**config.mk**
```make
export PLATFORM = sky130hd
export DESIGN_NAME = mem_port_arbiter
export DESIGN_NICKNAME = d
export VERILOG_FILES = /design/src/rtl/mem_arb_pkg.sv /design/src/rtl/mem_port_arbiter.sv
export SDC_FILE = /design/constraint.sdc
export NUM_CORES = 1
export LEC_CHECK = 0
export CAP_MARGIN = 20
export CORE_AREA = 2 2 180 182
export DETAILED_ROUTE_END_ITERATION = 7
export DIE_AREA = 0 0 182 184
export HOLD_SLACK_MARGIN = 0.06
export PLACE_DENSITY = 0.64
export RECOVER_POWER = 50
export SLEW_MARGIN = 20
export SYNTH_ARGS = -nofsm -noshare
export SYNTH_HDL_FRONTEND = slang
export SYNTH_SLANG_ARGS = --single-unit
export TNS_END_PERCENT = 20
```
**constraint.sdc**
```tcl
create_clock -name clock -period 1.76 [get_ports clock]
set_input_delay 0.176 -clock clock [delete_from_list [all_inputs] [get_ports clock]]
set_output_delay 0.176 -clock clock [all_outputs]
set_load 0.05 [all_outputs]
```
**src/rtl/mem_arb_pkg.sv**
```systemverilog
// Shared types and helpers for the fetch/data memory port arbiter.
package mem_arb_pkg;

    // Sequencer states: no grant, memory held, one-cycle response.
    typedef enum logic [1:0] {
        IDLE   = 2'd0,
        ACCESS = 2'd1,
        RESP   = 2'd2
    } state_e;

    // Which requester currently owns the memory.
    typedef enum logic {
        FETCH = 1'b0,
        DATA  = 1'b1
    } owner_e;

    // Bits needed to hold a count from 0 up to and including max_val.
    function automatic int width_for(input int max_val);
        return $clog2(max_val + 1);
    endfunction

endpackage

```
**src/rtl/mem_port_arbiter.sv**
```systemverilog
// Arbitrates one fixed-latency single-port memory between instruction fetch
// and load/store. Data wins by default; a streak counter forces a fetch grant
// after MAX_DATA_STREAK consecutive data grants made while fetch was waiting.
module mem_port_arbiter
    import mem_arb_pkg::*;
#(
    parameter int ADDR_W          = 64,
    parameter int DATA_W          = 64,
    parameter int MEM_LAT         = 2,
    parameter int MAX_DATA_STREAK = 4
) (
    input  logic              clock,
    input  logic              reset,
    input  logic              if_req,
    input  logic [31:0]       if_addr,
    output logic              if_ready,
    output logic [31:0]       if_rdata,
    input  logic              d_rd,
    input  logic              d_wr,
    input  logic [ADDR_W-1:0] d_addr,
    input  logic [DATA_W-1:0] d_wdata,
    output logic              d_ready,
    output logic [DATA_W-1:0] d_rdata,
    output logic              mem_en,
    output logic              mem_we,
    output logic [ADDR_W-1:0] mem_addr,
    output logic [DATA_W-1:0] mem_wdata,
    input  logic [DATA_W-1:0] mem_rdata,
    output logic              stall
);

    localparam int CNT_W    = width_for(MEM_LAT);
    localparam int STREAK_W = width_for(MAX_DATA_STREAK);

    state_e              state_q,     state_d;
    owner_e              owner_q,     owner_d;
    logic [STREAK_W-1:0] streak_q,    streak_d;
    logic [CNT_W-1:0]    cnt_q,       cnt_d;
    logic                sel_q,       sel_d;
    logic                mem_en_q,    mem_en_d;
    logic                mem_we_q,    mem_we_d;
    logic [ADDR_W-1:0]   mem_addr_q,  mem_addr_d;
    logic [DATA_W-1:0]   mem_wdata_q, mem_wdata_d;
    logic                if_ready_q,  if_ready_d;
    logic                d_ready_q,   d_ready_d;
    logic [31:0]         if_rdata_q,  if_rdata_d;
    logic [DATA_W-1:0]   d_rdata_q,   d_rdata_d;

    logic d_req_s;
    logic streak_full_s;
    logic fetch_wins_s;
    logic unused_addr_bits_s;

    assign d_req_s       = d_rd | d_wr;
    assign streak_full_s = (streak_q == STREAK_W'(MAX_DATA_STREAK));
    assign fetch_wins_s  = if_req & (~d_req_s | streak_full_s);
    // Fetch addresses are word aligned; the low byte-offset bits carry no meaning here.
    assign unused_addr_bits_s = &{1'b0, if_addr[1:0]};

    // State and output registers with synchronous reset.
    always_ff @(posedge clock) begin
        if (reset) begin
            state_q     <= IDLE;
            owner_q     <= FETCH;
            streak_q    <= '0;
            cnt_q       <= '0;
            sel_q       <= 1'b0;
            mem_en_q    <= 1'b0;
            mem_we_q    <= 1'b0;
            mem_addr_q  <= '0;
            mem_wdata_q <= '0;
            if_ready_q  <= 1'b0;
            d_ready_q   <= 1'b0;
            if_rdata_q  <= 32'h0;
            d_rdata_q   <= '0;
        end else begin
            state_q     <= state_d;
            owner_q     <= owner_d;
            streak_q    <= streak_d;
            cnt_q       <= cnt_d;
            sel_q       <= sel_d;
            mem_en_q    <= mem_en_d;
            mem_we_q    <= mem_we_d;
            mem_addr_q  <= mem_addr_d;
            mem_wdata_q <= mem_wdata_d;
            if_ready_q  <= if_ready_d;
            d_ready_q   <= d_ready_d;
            if_rdata_q  <= if_rdata_d;
            d_rdata_q   <= d_rdata_d;
        end
    end

    // Next-state logic: grant in IDLE, count latency in ACCESS, pulse ready in RESP.
    always_comb begin
        state_d     = state_q;
        owner_d     = owner_q;
        streak_d    = streak_q;
        cnt_d       = cnt_q;
        sel_d       = sel_q;
        mem_en_d    = 1'b0;
        mem_we_d    = 1'b0;
        mem_addr_d  = mem_addr_q;
        mem_wdata_d = mem_wdata_q;
        if_ready_d  = 1'b0;
        d_ready_d   = 1'b0;
        if_rdata_d  = if_rdata_q;
        d_rdata_d   = d_rdata_q;

        case (state_q)
            IDLE: begin
                if (if_req | d_req_s) begin
                    state_d  = ACCESS;
                    cnt_d    = CNT_W'(MEM_LAT - 1);
                    mem_en_d = 1'b1;
                    if (fetch_wins_s) begin
                        owner_d    = FETCH;
                        streak_d   = '0;
                        sel_d      = if_addr[2];
                        mem_addr_d = ADDR_W'({if_addr[31:3], 3'b000});
                        mem_we_d   = 1'b0;
                    end else begin
                        owner_d     = DATA;
                        mem_addr_d  = d_addr;
                        mem_wdata_d = d_wdata;
                        // A simultaneous load and store is carried out as a store.
                        mem_we_d    = d_wr;
                        if (if_req && !streak_full_s) begin
                            streak_d = streak_q + STREAK_W'(1);
                        end else begin
                            streak_d = streak_q;
                        end
                    end
                end else begin
                    state_d = IDLE;
                end
            end
            ACCESS: begin
                if (cnt_q == CNT_W'(0)) begin
                    state_d = RESP;
                    if (owner_q == FETCH) begin
                        if_ready_d = 1'b1;
                        if_rdata_d = sel_q ? mem_rdata[63:32] : mem_rdata[31:0];
                    end else begin
                        d_ready_d = 1'b1;
                        // Stores leave the load data register untouched.
                        if (!mem_we_q) begin
                            d_rdata_d = mem_rdata;
                        end else begin
                            d_rdata_d = d_rdata_q;
                        end
                    end
                end else begin
                    cnt_d    = cnt_q - CNT_W'(1);
                    mem_en_d = 1'b1;
                    mem_we_d = mem_we_q;
                end
            end
            RESP: begin
                state_d = IDLE;
            end
            default: begin
                state_d = IDLE;
            end
        endcase
    end

    assign stall     = (if_req | d_req_s) & (state_q != RESP);
    assign if_ready  = if_ready_q;
    assign if_rdata  = if_rdata_q;
    assign d_ready   = d_ready_q;
    assign d_rdata   = d_rdata_q;
    assign mem_en    = mem_en_q;
    assign mem_we    = mem_we_q;
    assign mem_addr  = mem_addr_q;
    assign mem_wdata = mem_wdata_q;

endmodule

```
==> flow_summary.json, run 1 <==
{
  "status": "finished, violations left",
  "violations": "setup timing",
  "synth_area_leader_cell": "dfxtp_1",
  "insertion_delay_ps": 540,
  "firstDrtPassIters": 5,
  "final_nets": 1790,
  "p_leak_uw": 0.00653,
  "startpoint_type": "flip-flop",
  "p_per_area_mw_per_mm2": 1080,
  "slowest_delay_ps": 350,
  "die_h_um": 184,
  "io_pins": 458,
  "drv_slew": 0,
  "grt_max_degree": 65,
  "synth_area_per_cell_um2": 8.21,
  "dieWidth_um": 182,
  "grt-ovfl-total": 0,
  "setup_viol": 7,
  "clk_pin_slew_ps": 60,
  "hpwl_um": 22700,
  "required_ps": 2230,
  "cp_slowest_cell": "dfxtp_2",
  "wl_um": 33600,
  "rsz0062_at_grt": "yes",
  "clk_path_buf_depth": 3,
  "io_buffers": 455,
  "synth-seq-area-share": 0.534,
  "die_area_mm2": 0.0335,
  "area_delta_synth_final_pct": 72.5,
  "cts_root_buf": "clkbuf_16",
  "seqCellArea_mm2": 0.00475,
  "ys_ff_latch": 237,
  "first_global_vias": 8856,
  "synth-edff-count": 0,
  "tightestPinTransition_ps": 680,
  "period_needed_ps": 1770,
  "syn_inst": 1082,
  "synthDistinctLibCells": 32,
  "setup_tns_ps": -48.5,
  "slew_headroom": 0.549,
  "worstSetupEndpointType": "flip-flop",
  "async_flop_share": 0,
  "cts_buffers": 27,
  "netlist.area_leader.share": 0.534,
  "place_area_mm2": 0.0142,
  "diodes": 0,
  "gp_congestion": 0.800,
  "place_inst": 1911,
  "stdcell_count": 1981,
  "ctsHtreeMaxLevel": 1,
  "path_max_fanout": 5,
  "core_mm2": 0.0314,
  "timing.final.crit_share": 1.01,
  "clock_skew_ps": 16.2,
  "finalHoldViolCount": 0,
  "clock_sinks": 237,
  "crit_type": "flip-flop to flip-flop",
  "vias_per_cell": 4.67,
  "pre_cts_ws_ps": -259,
  "yosysMostFrequentCell": "nand2_1",
  "arrival_ps": 2240,
  "yosys-top-cells-count": "nand2_1, dfxtp_1, a21oi_1",
  "hold_class": "input port to flip-flop",
  "fin_ws_ps": -11.8,
  "multi_input_area_mm2": 0.00392,
  "wire_per_inst_um": 17.0,
  "grt_pass1_wl_um": 48100,
  "power_uw": 16600,
  "drtAntennaViolNets": 0,
  "worstPathCellList": "inv_2 > ha_4 > o2bb2ai_4 > a2111oi_4 > buf_6 > clkbuf_16 > clkbuf_16 > nand2_1 > a21oi_2",
  "drive_gt1_frac": 0.118,
  "synth.area.top_cells": "dfxtp_1, nand2_1, a21oi_1, a211oi_1, mux2i_1",
  "nFillCells": 3050,
  "antenna_found_initial": 0,
  "syn-num-nets": 1314,
  "cts_tree": "yes",
  "drt_iter0_markers": 365,
  "drcViolationCount": 0,
  "synthFlopType": "dfxtp_1",
  "gr-usage-all-layers": 0.177,
  "crit_top_cell": "clkbuf_16",
  "ir_worst_vdd_uv": 835,
  "design_area_mm2": 0.0153,
  "fmax_ghz": 0.564,
  "num_rows": 65,
  "yosys_warnings": 0,
  "start_util": 0.283,
  "syn_area_mm2": 0.00888,
  "vias": 9259,
  "drv_cap": 0
}
==> worst max-delay path: cells and delay by family, from the launching register on <==
family | cells | cell delay (ps)
AO/OA/AOI/OAI | 3 | 600
adder cells (fa/ha/maj) | 1 | 160
buffers and inverters | 4 | 530
flip-flops | 1 | 350
AND/OR/NAND/NOR | 1 | 60
==> final cells by class <==
| type | instances | share of cell area |
|---|---|---|
| Timing Repair Buffer | 535 | 0.342 |
| Inverter | 6 | 0.00147 |
| Tap cell | 402 | 0.0328 |
| Sequential cell | 237 | 0.310 |
| Multi-Input combinational cell | 751 | 0.256 |
| Clock buffer | 43 | 0.0545 |
| Clock inverter | 7 | 0.00302 |
==> logic make-up after synthesis <==
logic type / after synthesis / synth area share
simple gates: 448 / 0.200
compound gates: 267 / 0.176
flops: 237 / 0.534
buf+inv: 94 / 0.0492
mux: 33 / 0.0372
fa+ha+maj: 3 / 0.00423
==> per-layer routing <==
| metal | global-route usage | routed length (um) | part of all wire |
|---|---|---|---|
| met3 | 0.0664 | 3020 | 0.090 |
| met4 | 0.0568 | 1040 | 0.031 |
| met1 | 0.204 | 13500 | 0.40 |
| met2 | 0.305 | 16000 | 0.48 |
| met5 | 0 | 0 | 0 |
==> timing repair <==
| action | 4_1_cts | 5_1_grt |
|---|---|---|
| resized for setup | 201 | 51 |
| pin swaps | 0 | 15 |
| hold endpoints to repair | 1 | 0 |
| gates cloned | 0 | 12 |
| setup endpoints to repair | 207 | 170 |
| hold buffers | 1 | 0 |
| buffers inserted | 0 | 7 |
==> final timing paths <==
check	start	to	slack [ps]	cells past startpoint
min	d_wdata[43]	mem_wdata[43]	190	3
min reg2reg	d_rdata[1]	d_rdata[1]	450	2
max	streak_q[0]	mem_wdata[63]	-10	9
max reg2reg	streak_q[0]	mem_wdata[63]	-10	9
==> state kept, by name (all words and copies together), names as in the netlist <==
register	count
owner_q	1
mem_wdata	64
state_q	2
mem_we	1
sel_q	1
mem_en	1
d_ready	1
cnt_q	2
if_ready	1
if_rdata	32
mem_addr	64
d_rdata	64
streak_q	3
==> per-stage QoR <==
step | hold WS (ps) | utilization
floorplan | 312 | -
global placement | 439 | 0.454
detailed placement | 443 | 0.454
CTS | 157 | 0.475
global route | 174 | 0.488
finish | 191 | 0.488
==> report_power, final <==
part | switching, uW | total, uW | internal (uW)
clock | 2280 | 5530 | 3250
sequential | 239 | 6090 | 5860
combinational | 3150 | 4930 | 1780
total | 5680 | 16600 | 10900
==> cells in the final DEF, fill, tap and decap left out, types with 3 or more instances in the layout <==
cell type and n:
dfxtp_2 4, inv_2 3, clkinv_2 4, a21oi_1 168, nand3_1 35, a211oi_1 62, buf_12 23, dfxtp_1 233
clkbuf_1 30, a21oi_2 29, buf_4 36, inv_1 3, clkbuf_2 8, nand2_1 315, nor3_1 6, clkdlybuf4s50_1 225
clkbuf_16 38, dlygate4sd2_1 198, nand2_4 6, nor2_1 73, clkbuf_8 10, buf_6 7, mux2i_1 33
No activity file was read; power rests on OpenSTA's default activity.
==> run 2: changes to the inputs <==
Settings changed: SLEW_MARGIN 20 to 10.
==> results of run 2 <==
Final layout, timing and power as in run 1 (identical DEF).
==> patch (flow settings as in run 2) <==
`MAX_DATA_STREAK`: 4 -> 5.
--- a/src/rtl/mem_port_arbiter.sv
+++ b/src/rtl/mem_port_arbiter.sv
@@ -7,7 +7,7 @@
     parameter int ADDR_W          = 64,
     parameter int DATA_W          = 64,
     parameter int MEM_LAT         = 2,
-    parameter int MAX_DATA_STREAK = 4
+    parameter int MAX_DATA_STREAK = 5
 ) (
     input  logic              clock,
     input  logic              reset,
Formal check against the unedited RTL: same outputs for any inputs over 4 cycles, from zero or initial values and one cycle with reset high; that may be too few to reach the edited logic, so the function may still have changed.
==> patch against run 2 <==
Critical path depth is 2 lower. Final cell count decreased by 4.1%. Power shrank 4.9%. Sequential cell count is the same. Critical endpoint is now d_rdata[16]. Synthesized area is 1.8% lower. Global-route usage down 0.52 points. Clock skew grew 0.0025 ns. Worst setup slack improved by 0.10 ns. Largest power group unchanged. Worst hold slack worse by 0.0070 ns. Routed wire length down 7.4%. Synthesized cell count decreased by 3.8%. Design area fell by 7.4%. Utilization is 3.6 points lower.
==> patch: results (changes against run 2) <==
Yosys
  – YS warnings: 0 (unchanged)
  – Area contributors post-synth: dfxtp_1, nand2_1, a21oi_1 (unchanged)
  – Mean Syn Cell Area: 8.38 sq um (was 8.21 sq um)
  – Sequential fraction of the synthesis area: 54.4% (was 53.4%)
  – Top post-synthesis cells by count: nand2_1, dfxtp_1, a21oi_1, nor2_1, a211oi_1 (unchanged)
  – Post-synthesis net count: 1273 (was 1314)

Power
  – Static Leak: 6.05 nW (was 6.53 nW)
  – Switch share: 34.7% (was 34.3%)

Placement
  – Global placer's final weighted congestion: 0.872 (was 0.800)
  – Hpwl dp: 22.2 mm (was 22.7 mm)
  – Cells after DPL: 1848 (was 1911)

Setup path
  – CP Data Arrival Time: 2.09 ns (was 2.24 ns)
  – Crit-path max FO: 32 (was 5)

GRT
  – First-pass GRT wire length: 46.6 mm (was 48.1 mm)
  – Vias in the first global route: 8364 (was 8856)
  – Initial antenna violation count: 1 (was 0)

Final layout
  – Final Net Count: 1709 (was 1790)
  – Layout cells sized above 1: 7.61% (was 11.8%)
  – Fillers: 3151 (was 3050)

Route
  – Via density: 4.62 (was 4.67)
  – Routed length per placed instance: 16.4 microns (was 17.0 microns)
  – Initial DRC Count: 332 (was 365)
  – Via Count: 8782 (was 9259)

CTS
  – CTS buffer count: 27 (unchanged)

Timing
  – Layout Skew: 0.0188 ns (was 0.0162 ns)
  – Slew HR: 54.2% (was 54.9%)

Run status
  – Status: finished clean (was complete, but fails checks)
==> patch: changes by cell type in the layout (fill, tap and decap cells not counted), sizes merged, moves of 5 or more <==
cell,change
nor2,+30
nand2,-33
buf,-35
clkinv,+5
a21oi,-34
dlygate4sd2,-15
nand3,-34
a22oi,+34
==> patch: cell type report <==
| class | count | area [sq um] | area share [%] |
|---|---|---|---|
| sequential | 237 | 4750 | 33.4 |
| inverter | 4 | 15.0 | 0.106 |
| clock inverter | 14 | 85.1 | 0.599 |
| clock buffer | 36 | 759 | 5.35 |
| timing repair buffer | 492 | 4480 | 31.6 |
| multi-input combinational | 715 | 3600 | 25.4 |
| tap | 402 | 503 | 3.54 |
==> patch: layer usage <==
layer  vias up  part of all wire [%]  routed length (microns)  track usage [%]
met4         0                   2.9                      897             5.68
met3        55                   7.3                     2260             4.28
li1       4387                     -                        -                -
met5         -                     0                        0                0
met1      4021                    40                    12500             19.8
met2       319                    50                    15500             31.2
==> patch: through the flow <==
step / utilization [%] / worst slack (ns) / setup TNS, ns / cell area, sq um
2_1_floorplan: - / 0.123 / 0 / 8720
3_3_place_gp: 43.6 / -0.00637 / -0.0236 / 13700
3_5_place_dp: 43.6 / -0.0843 / -1.22 / 13700
4_1_cts: 45.6 / 0.00863 / 0 / 14300
5_1_grt: 45.2 / 0.0108 / 0 / 14200
6_report: 45.2 / 0.0928 / 0 / 14200
==> patch: final timing paths <==
kind                                  start            to  slack (ns)  cells past startpoint
worst max-delay path               cnt_q[0]   d_rdata[16]        0.09                      7
worst min-delay path             d_addr[28]  mem_addr[28]        0.18                      3
worst max register to register     cnt_q[0]   d_rdata[16]        0.09                      7
worst min register to register  d_rdata[33]   d_rdata[33]        0.45                      2
==> patch: what timing repair did <==
item / in CTS / in global routing
hold endpoints to repair: 30 / 0
hold buffers: 1 / 0
endpoints found under the setup margin: 189 / 125
cloned: 0 / 1
gates resized for setup: 184 / 6
==> patch: critical path, stage by stage, from the launching register on <==
cell and delay [ns]:
dfxtp_1 0.31, inv_1 0.06, ha_2 0.21, nand3b_4 0.09
or3b_4 0.46, clkbuf_16 0.24, nand2_1 0.09, a21oi_1 0.07
==> patch: logic make-up after synthesis <==
group	count (synthesis)	synth area share, %
and+or+nand+nor	415	18.7
AOI/OAI and AO/OA	264	18.0
DFF	237	54.4
buffers and inverters	89	4.63
muxes	33	3.79
adders and majority gates	3	0.431
==> patch: power groups by stage <==
stage	sequential (W)	combinational, W	clock (W)
finish	0.00609	0.00432	0.00534
CTS	0.00609	0.00443	0.00552
global route	0.00615	0.00460	0.00574
floorplan	0.00777	0.00120	0
global placement	0.00620	0.00463	0
detailed placement	0.00622	0.00465	0
